File: src/rtl/kernel_write_ctrl_if.sv
// Beat input and bank-write/status output bundle for kernel_write_ctrl.
// The master drives beats and start; the slave (the controller) drives writes and status.
interface kernel_write_ctrl_if #(
    parameter int unsigned DATA_WIDTH      = 16,
    parameter int unsigned QUOT_WIDTH      = 10,
    parameter int unsigned NUM_BANKS       = 4,
    parameter int unsigned BANK_ADDR_WIDTH = 12,
    parameter int unsigned CNT_WIDTH       = 14
) ();
    logic                       start;
    logic [QUOT_WIDTH-1:0]      i_quotient;
    logic [QUOT_WIDTH-1:0]      i_remainder;
    logic [DATA_WIDTH-1:0]      i_data;
    logic                       i_valid;

    logic [NUM_BANKS-1:0]       o_we;
    logic [BANK_ADDR_WIDTH-1:0] o_addr;
    logic [DATA_WIDTH-1:0]      o_data;
    logic                       o_busy;
    logic                       o_done;
    logic                       o_err;
    logic [CNT_WIDTH-1:0]       o_word_cnt;
    logic [DATA_WIDTH-1:0]      o_checksum;

    modport master (
        output start, i_quotient, i_remainder, i_data, i_valid,
        input  o_we, o_addr, o_data, o_busy, o_done, o_err, o_word_cnt, o_checksum
    );

    modport slave (
        input  start, i_quotient, i_remainder, i_data, i_valid,
        output o_we, o_addr, o_data, o_busy, o_done, o_err, o_word_cnt, o_checksum
    );
endinterface

File: src/rtl/kernel_write_ctrl.sv
// Turns {kernel index, word offset, data} beats into banked weight-buffer writes and
// tracks load progress. Optional running checksum: define KERNEL_WRITE_CHECKSUM_EN.
module kernel_write_ctrl #(
    parameter int unsigned DATA_WIDTH      = 16,
    parameter int unsigned QUOT_WIDTH      = 10,
    parameter int unsigned KERNEL_WORDS    = 288,
    parameter int unsigned NUM_KERNELS     = 32,
    parameter int unsigned NUM_BANKS       = 4,
    parameter int unsigned BANK_ADDR_WIDTH = 12,
    parameter int unsigned CNT_WIDTH       = 14
) (
    input  logic               clk,
    input  logic               rst,
    kernel_write_ctrl_if.slave bus
);
    localparam int unsigned BANK_BITS   = $clog2(NUM_BANKS);
    localparam int unsigned ADDR_FULL_W = QUOT_WIDTH + $clog2(KERNEL_WORDS + 1) + 1;
    localparam int unsigned TOTAL_WORDS = NUM_KERNELS * KERNEL_WORDS;

    typedef enum logic [1:0] {
        IDLE = 2'd0,
        LOAD = 2'd1,
        DONE = 2'd2
    } state_t;

    state_t                     state_reg, state_next;
    logic [CNT_WIDTH-1:0]       cnt_reg, cnt_next;
    logic                       err_reg, err_next;
    logic [NUM_BANKS-1:0]       we_reg, we_next;
    logic [BANK_ADDR_WIDTH-1:0] addr_reg, addr_next;
    logic [DATA_WIDTH-1:0]      data_reg, data_next;

    logic                       in_range;
    logic                       beat_in_load;
    logic                       accepted;
    logic                       bad_beat;
    logic                       cnt_full;
    logic [QUOT_WIDTH-1:0]      bank_sel;
    logic [ADDR_FULL_W-1:0]     addr_full;

    // Beat classification; start always takes priority over a coincident beat.
    assign in_range     = (32'(bus.i_quotient) < NUM_KERNELS) &&
                          (32'(bus.i_remainder) < KERNEL_WORDS);
    assign beat_in_load = bus.i_valid && (state_reg == LOAD) && !bus.start;
    assign accepted     = beat_in_load && in_range;
    assign bad_beat     = beat_in_load && !in_range;
    assign cnt_full     = (cnt_reg == CNT_WIDTH'(TOTAL_WORDS));

    // Low quotient bits pick the bank, the rest pick the kernel slot inside that bank.
    assign bank_sel  = bus.i_quotient & QUOT_WIDTH'(NUM_BANKS - 1);
    assign addr_full = ADDR_FULL_W'(bus.i_quotient >> BANK_BITS) * ADDR_FULL_W'(KERNEL_WORDS)
                     + ADDR_FULL_W'(bus.i_remainder);

    generate
        for (genvar gi = 0; gi < NUM_BANKS; gi++) begin : g_we
            assign we_next[gi] = accepted && (bank_sel == QUOT_WIDTH'(gi));
        end
    endgenerate

    // Next-state logic
    always_comb begin
        state_next = state_reg;
        case (state_reg)
            IDLE: state_next = IDLE;
            LOAD: if (cnt_full) state_next = DONE;
            DONE: state_next = DONE;
            default: state_next = IDLE;
        endcase
        if (bus.start) begin
            state_next = LOAD;
        end
    end

    // Counter, sticky error and write datapath next values
    always_comb begin
        cnt_next  = cnt_reg;
        err_next  = err_reg;
        addr_next = addr_reg;
        data_next = data_reg;
        if (bus.start) begin
            cnt_next = '0;
            err_next = 1'b0;
        end else begin
            if (accepted && !cnt_full) begin
                cnt_next = cnt_reg + 1'b1;
            end
            if (bad_beat) begin
                err_next = 1'b1;
            end
        end
        if (accepted) begin
            addr_next = BANK_ADDR_WIDTH'(addr_full);
            data_next = bus.i_data;
        end
    end

    always_ff @(posedge clk) begin
        if (rst) begin
            state_reg <= IDLE;
            cnt_reg   <= '0;
            err_reg   <= 1'b0;
            we_reg    <= '0;
            addr_reg  <= '0;
            data_reg  <= '0;
        end else begin
            state_reg <= state_next;
            cnt_reg   <= cnt_next;
            err_reg   <= err_next;
            we_reg    <= we_next;
            addr_reg  <= addr_next;
            data_reg  <= data_next;
        end
    end

`ifdef KERNEL_WRITE_CHECKSUM_EN
    logic [DATA_WIDTH-1:0] checksum_reg, checksum_next;

    always_comb begin
        checksum_next = checksum_reg;
        if (bus.start) begin
            checksum_next = '0;
        end else if (accepted) begin
            checksum_next = checksum_reg + bus.i_data;
        end
    end

    always_ff @(posedge clk) begin
        if (rst) begin
            checksum_reg <= '0;
        end else begin
            checksum_reg <= checksum_next;
        end
    end

    assign bus.o_checksum = checksum_reg;
`else
    assign bus.o_checksum = '0;
`endif

    assign bus.o_we       = we_reg;
    assign bus.o_addr     = addr_reg;
    assign bus.o_data     = data_reg;
    assign bus.o_busy     = (state_reg == LOAD);
    assign bus.o_done     = (state_reg == DONE);
    assign bus.o_err      = err_reg;
    assign bus.o_word_cnt = cnt_reg;
endmodule
File: src/flat_wrapper.sv
// flat-port wrapper written by rule: the top's interface ports become plain ports
module kernel_write_ctrl_flat 
#(
    parameter int unsigned DATA_WIDTH      = 16,
    parameter int unsigned QUOT_WIDTH      = 10,
    parameter int unsigned KERNEL_WORDS    = 288,
    parameter int unsigned NUM_KERNELS     = 32,
    parameter int unsigned NUM_BANKS       = 4,
    parameter int unsigned BANK_ADDR_WIDTH = 12,
    parameter int unsigned CNT_WIDTH       = 14
)
  (clk, rst, bus_start, bus_i_quotient, bus_i_remainder, bus_i_data, bus_i_valid, bus_o_we, bus_o_addr, bus_o_data, bus_o_busy, bus_o_done, bus_o_err, bus_o_word_cnt, bus_o_checksum);
  kernel_write_ctrl_if #(.DATA_WIDTH(DATA_WIDTH), .QUOT_WIDTH(QUOT_WIDTH), .NUM_BANKS(NUM_BANKS), .BANK_ADDR_WIDTH(BANK_ADDR_WIDTH), .CNT_WIDTH(CNT_WIDTH)) bus_i ();
  input  logic clk;
  input  logic rst;
  input wire logic [$bits(bus_i.start)-1:0] bus_start;
  input wire logic [$bits(bus_i.i_quotient)-1:0] bus_i_quotient;
  input wire logic [$bits(bus_i.i_remainder)-1:0] bus_i_remainder;
  input wire logic [$bits(bus_i.i_data)-1:0] bus_i_data;
  input wire logic [$bits(bus_i.i_valid)-1:0] bus_i_valid;
  output wire logic [$bits(bus_i.o_we)-1:0] bus_o_we;
  output wire logic [$bits(bus_i.o_addr)-1:0] bus_o_addr;
  output wire logic [$bits(bus_i.o_data)-1:0] bus_o_data;
  output wire logic [$bits(bus_i.o_busy)-1:0] bus_o_busy;
  output wire logic [$bits(bus_i.o_done)-1:0] bus_o_done;
  output wire logic [$bits(bus_i.o_err)-1:0] bus_o_err;
  output wire logic [$bits(bus_i.o_word_cnt)-1:0] bus_o_word_cnt;
  output wire logic [$bits(bus_i.o_checksum)-1:0] bus_o_checksum;
  assign bus_i.start = bus_start;
  assign bus_i.i_quotient = bus_i_quotient;
  assign bus_i.i_remainder = bus_i_remainder;
  assign bus_i.i_data = bus_i_data;
  assign bus_i.i_valid = bus_i_valid;
  assign bus_o_we = bus_i.o_we;
  assign bus_o_addr = bus_i.o_addr;
  assign bus_o_data = bus_i.o_data;
  assign bus_o_busy = bus_i.o_busy;
  assign bus_o_done = bus_i.o_done;
  assign bus_o_err = bus_i.o_err;
  assign bus_o_word_cnt = bus_i.o_word_cnt;
  assign bus_o_checksum = bus_i.o_checksum;
  kernel_write_ctrl #(.DATA_WIDTH(DATA_WIDTH), .QUOT_WIDTH(QUOT_WIDTH), .KERNEL_WORDS(KERNEL_WORDS), .NUM_KERNELS(NUM_KERNELS), .NUM_BANKS(NUM_BANKS), .BANK_ADDR_WIDTH(BANK_ADDR_WIDTH), .CNT_WIDTH(CNT_WIDTH)) u_core (.clk(clk), .rst(rst), .bus(bus_i));
endmodule
File: config.mk
export PLATFORM = sky130hd
export DESIGN_NAME = kernel_write_ctrl_flat
export DESIGN_NICKNAME = d
export VERILOG_FILES = /design/src/rtl/kernel_write_ctrl_if.sv /design/src/rtl/kernel_write_ctrl.sv /design/src/flat_wrapper.sv
export SDC_FILE = /design/constraint.sdc
export NUM_CORES = 1
export LEC_CHECK = 0
export BUFFER_PORTS_ARGS = -buffer_cell sky130_fd_sc_hd__buf_2
export CAP_MARGIN = 10
export CELL_PAD_IN_SITES_DETAIL_PLACEMENT = 1
export CELL_PAD_IN_SITES_GLOBAL_PLACEMENT = 1
export CORE_ASPECT_RATIO = 1.75
export CORE_MARGIN = 1.5
export CORE_UTILIZATION = 31
export DETAILED_ROUTE_END_ITERATION = 10
export PLACE_DENSITY_LB_ADDON = 0.2
export SLEW_MARGIN = 0
export SYNTH_ARGS = -nofsm -noshare
export SYNTH_HDL_FRONTEND = slang
export SYNTH_SLANG_ARGS = --single-unit
File: constraint.sdc
create_clock -name clk -period 1.94 [get_ports clk]
set_input_delay 0.388 -clock clk [delete_from_list [all_inputs] [get_ports clk]]
set_output_delay 0.388 -clock clk [all_outputs]
set_load 0.02 [all_outputs]
Yosys cells after proc, flatten, opt, wreduce, memory -nomap -nowiden. Cells that the tools add are included.

Add/subtract/negate cells: 2. Multiply operators: 1. Magnitude comparators: 2. Equal/unequal tests: 8. Mux-type cells: 3. Reductions and logical operators: 15.

Operator list (number): $add 14x1->14 const B (1); $eq 14x14->1 const B (1); $add 12x10->12 (1); $logic_and 1x1->1 (10); $logic_not 10->1 (1); $lt 10x6->1 const B (1); $lt 10x9->1 const B (1); $mul 8x4->7 const B (1); $eq 2x2->1 const B (3); $eq 2x1->1 const B (2); $pmux 2 s2 (1); $logic_not 1->1 (3); $ne 3x2->1 const B (1); $mux 2 (1); $ne 2x1->1 const B (1); $reduce_or 2->1 (1); $mux 1 (1).

Bits in registers: 49. Word-level logic and storage cells: 38.

Logic depth before layout (Yosys ltp).
Word-level depth: 5. Mapped depth: 8. Mapped depth without buffers: 7.

Least setup slack after synthesis. Ideal clock, no wire load.

Path type: in2reg. From: input port bus_i_quotient[3]. To: register u_core.addr_reg[11], in the netlist u_core.bus.o_addr[11]. Arrival: 1863 ps. Setup slack: -10 ps. Stages on the path: 7. Buffers on the path: 0. Path through: ha_1 ha_1 fa_1 xnor2_1 xnor2_1 and3_1 o31ai_1.

Cells in the longest elaborated chain, start to end: 3. Elaborated cells on any way between the ends: 5. Those cells by class: add/sub: 1; mul: 1; order compare: 1; reduce/logical: 2.

RTL lines: start: declaration (RTL line flat_wrapper.sv:17) `input wire logic [$bits(bus_i.i_quotient)-1:0] bus_i_quotient;`; branches (longest 3 deep; another with $add 12x10->12); end signal: assignment (RTL line kernel_write_ctrl.sv:110) `addr_reg <= addr_next;`; end: declaration (RTL line kernel_write_ctrl.sv:30) `logic [BANK_ADDR_WIDTH-1:0] addr_reg, addr_next;`.

Several ways; the timed one is not identified. A chain may end at the register's enable or synchronous reset.

Final worst setup path. Same ends and word-level chain as after synthesis.

==> summary.md <==
| Metric | Value |
|---|---|
| Post-synth top flop | dfxtp_1 |
| Root Buffer | clkbuf_16 |
| Worst hold start | bus_i_quotient[0] |
| Data required, critical path | 2140 ps |
| Sequential power share | 46.1% |
| Share of layout cells above drive strength 1 | 32.0% |
| Switching portion of total power | 24.7% |
| First-pass DRT Iterations | 4 |
| Max incr delay on CP | about 570 ps |
| Avg Inst Size Synth | around 8.6 um^2 |
| Mapped Cells | 290 |
| Max VDD drop | roughly 0.42 mV |
| Clk network pwr share | 40.2% |
| RR Startpoint | u_core.state_reg[1] |
| Crit. End Element | flip-flop |
| Number of fill cells | 976 |
| Synthesized area | 2490 um^2 |
| Overflow after GRT | 0 |
| NetSw | 0.540 mW |
| Combinational share of power | between 10% and 20% |
| CTS H-tree lvls | 2 |
| Wire length per cell | 15.3 um |
| Design Power | 2.19 mW |
| Seq/Total Area, Yosys | 39.3% |
| R2R depth | 6 |
| Crit path arrival time | 2040 ps |
| WP depth | 7 |
| DIE AREA | 8610 um^2 |
| Chip Height | roughly 120 um |
| Crit path max-delay family | adder cells |
| Ys async rst share | 0% |
| First-pass GRT wire length | 11.8 mm |
| LEAKAGE | 1.51 nW |
| Post-synthesis adder-cell area fraction | about 9.1% |
| Peak Freq | 543 MHz |
| Power per cell area | 675 nW/um^2 |
| Post-DP HPWL | between 5 and 6 mm |
| Post-CTS Setup Bufs | 0 |
| Final nets | 445 |
| CTS tree | done |
| Final Core Density | 41.3% |
| Mux contribution to synthesized area | 0.803% |
| Post-synth cell types | 47 |
| Buffers on Ports | 88 |
| FF-to-FF End | u_core.bus.o_word_cnt[10] |
| Area Overhead vs Synth | 30.1% |
| Clock transition at path regs | 60 ps |
| Final min period | 1840 ps |
| CP startpoint | bus_i_quotient[3] |
| Crit-path max FO | 3 |
| Worst-path cell chain | buf_2, ha_1, ha_2, fa_2, o2111ai_2, and3_1, o31ai_1 |
| Hold Path Class | input pin to flip-flop |
| DRT Wirelength | 7.32 mm |
| Post-Synth Simple-Gate Area | 22.8% |
| # diodes | 0 |
| CTS Buf Count | 5 |
| Final hold violations | 0 |
| Overall Global Routing Usage | 17.3% |
| Yosys warns | 0 |
| Combinational family with the most area after synthesis | simple AND/OR/NAND/NOR gates |
| Internal power | 1.65 mW |
| Routed vias | 2,403 |
| Worst Skew | approximately 4.2 ps |
| Row cnt | 43 |
| Maxcap violations | 0 |
| Final period util | 94.9% |
| #FFs+latches synth | 49 |
| Largest net degree at the start of global routing | 32 |
| Die width | 70.8 um |
| Detail Route Antenna Nets | 0 |
| Antenna violations before repair | 0 |
| Setup CP Type | input pin to flip-flop |
| I/O Pins | 105 |
| Largest register FFs | 16 |
| Worst path slowest cell | fa_2 |
| Pins Over Slew Limit | 0 |
| Buf/Inv on CP | 1 |
| GP Congestion | 0.778 |
| Vias/cell | 5.03 |
| Post-cts hold buffer count | 0 |
| CTS sink count | between 40 and 50 |
| Synth Area in Compound Gates | 17.2% |
| Initial Util | 31.7% |
| Worst-Skew Late Latency | 280 ps |
| RSZ-0062 raised after global routing | false |
| CP endpoint | u_core.bus.o_addr[11] |
| Maximum clock insertion buffer count | 2 |
| Core box area | 7860 um^2 |
| Vias in the first global route | 2,354 |
| Synth Area in XOR/XNOR | 1.76% |
| DR DRC count | 0 |
| Initial drt markers | 91 |
| EDFF count, synth | 0 |
| Nature of the critical path startpoint | input pin |
| Final Setup Violations | 0 |
| Reg2reg setup slack | ~190 ps |
| Status | complete, no violations |
-- how the worst min path moves through the flow --
stage | cells past startpoint | end
CTS | 2 | u_core.bus.o_we[2]
detailed placement | 2 | u_core.bus.o_data[9]
global route | 2 | u_core.bus.o_we[2]
finish | 2 | u_core.bus.o_we[2]
global placement | 2 | u_core.bus.o_data[15]
floorplan | 1 | u_core.bus.o_we[1]
-- power by group through the flow --
stage	sequential (mW)	combinational [mW]	clock [mW]
floorplan	1.03	0.198	0
CTS	1.01	0.293	0.912
global placement	1.03	0.285	0
finish	1.01	0.299	0.881
detailed placement	1.03	0.291	0
global route	1.01	0.332	0.940
-- timing repair --
action | CTS | global route
endpoints found under the hold margin | 0 | 0
endpoints found under the setup margin | 0 | 5
resized for setup | 0 | 3
-- cell type report --
type                       instances  area (um^2)  share of cell area, %
tap                               90          113                   3.47
sequential                        49          981                   30.2
timing repair buffer             107          596                   18.4
multi-input combinational        217         1380                   42.6
inverter                           8         30.0                  0.926
clock buffer                       7          143                   4.40
-- kinds of logic (layout without fill, tap and decap cells) --
| family | count (synthesis) | count (layout) |
|---|---|---|
| xor+xnor | 5 | 5 |
| simple gates | 111 | 111 |
| fa+ha+maj | 17 | 17 |
| other cells | 1 | 16 |
| buf+inv | 39 | 122 |
| compound gates | 66 | 66 |
| flops | 49 | 49 |
| mux | 2 | 2 |
-- synth_stat cells (4+ instances only) --
| master | number | share of area, % |
|---|---|---|
| a21oi_1 | 30 | 6.0 |
| a31oi_1 | 4 | 1.0 |
| and3_1 | 5 | 1.3 |
| buf_2 | 5 | 1.0 |
| buf_4 | 16 | 4.8 |
| clkbuf_1 | 9 | 1.4 |
| dfxtp_1 | 49 | 39 |
| ha_1 | 15 | 7.5 |
| inv_1 | 8 | 1.2 |
| nand2_1 | 58 | 8.7 |
| nand3b_1 | 4 | 1.2 |
| nand4_1 | 6 | 1.5 |
| nor2_1 | 10 | 1.5 |
| o21ai_0 | 4 | 0.80 |
| o31ai_1 | 4 | 1.2 |
| or3_1 | 5 | 1.3 |
| xnor2_1 | 5 | 1.8 |
-- cell usage in the layout (no fill, tap or decap), types with 3 or more instances in the layout --
cell type and count:
nand2_1 58, buf_2 88, clkbuf_16 5, nand4_1 6
a211oi_1 3, o21ai_0 4, buf_4 18, nand3b_1 4
or3_1 5, a21oi_1 30, conb_1 16, or4_1 3
o31ai_1 4, a21o_1 3, nor2_1 10, nor3b_1 3
ha_1 13, a41o_1 3, xnor2_1 5, and3_1 5
a31oi_1 4, inv_1 8, a31o_2 3, dfxtp_1 49
-- layer usage --
metal	routed length (um)	vias up	global-route usage (%)
li1	-	1186	-
met1	2830	1151	19.0
met2	4090	59	32.7
met3	286	7	3.47
met4	116	0	5.66
met5	0	-	0
-- stage by stage --
step / area [um^2] / setup slack, ps / TNS [ps] / std cells / hold WS, ps
floorplan: 2560 / 15.0 / 0 / 305 / 464
global placement: 3080 / -166 / -329 / 471 / 439
detailed placement: 3080 / -216 / -582 / 471 / 443
CTS: 3220 / 80.8 / 0 / 478 / 296
global route: 3240 / 7.91 / 0 / 478 / 308
finish: 3240 / 98.4 / 0 / 478 / 305
(Power assumes the default switching activity.)
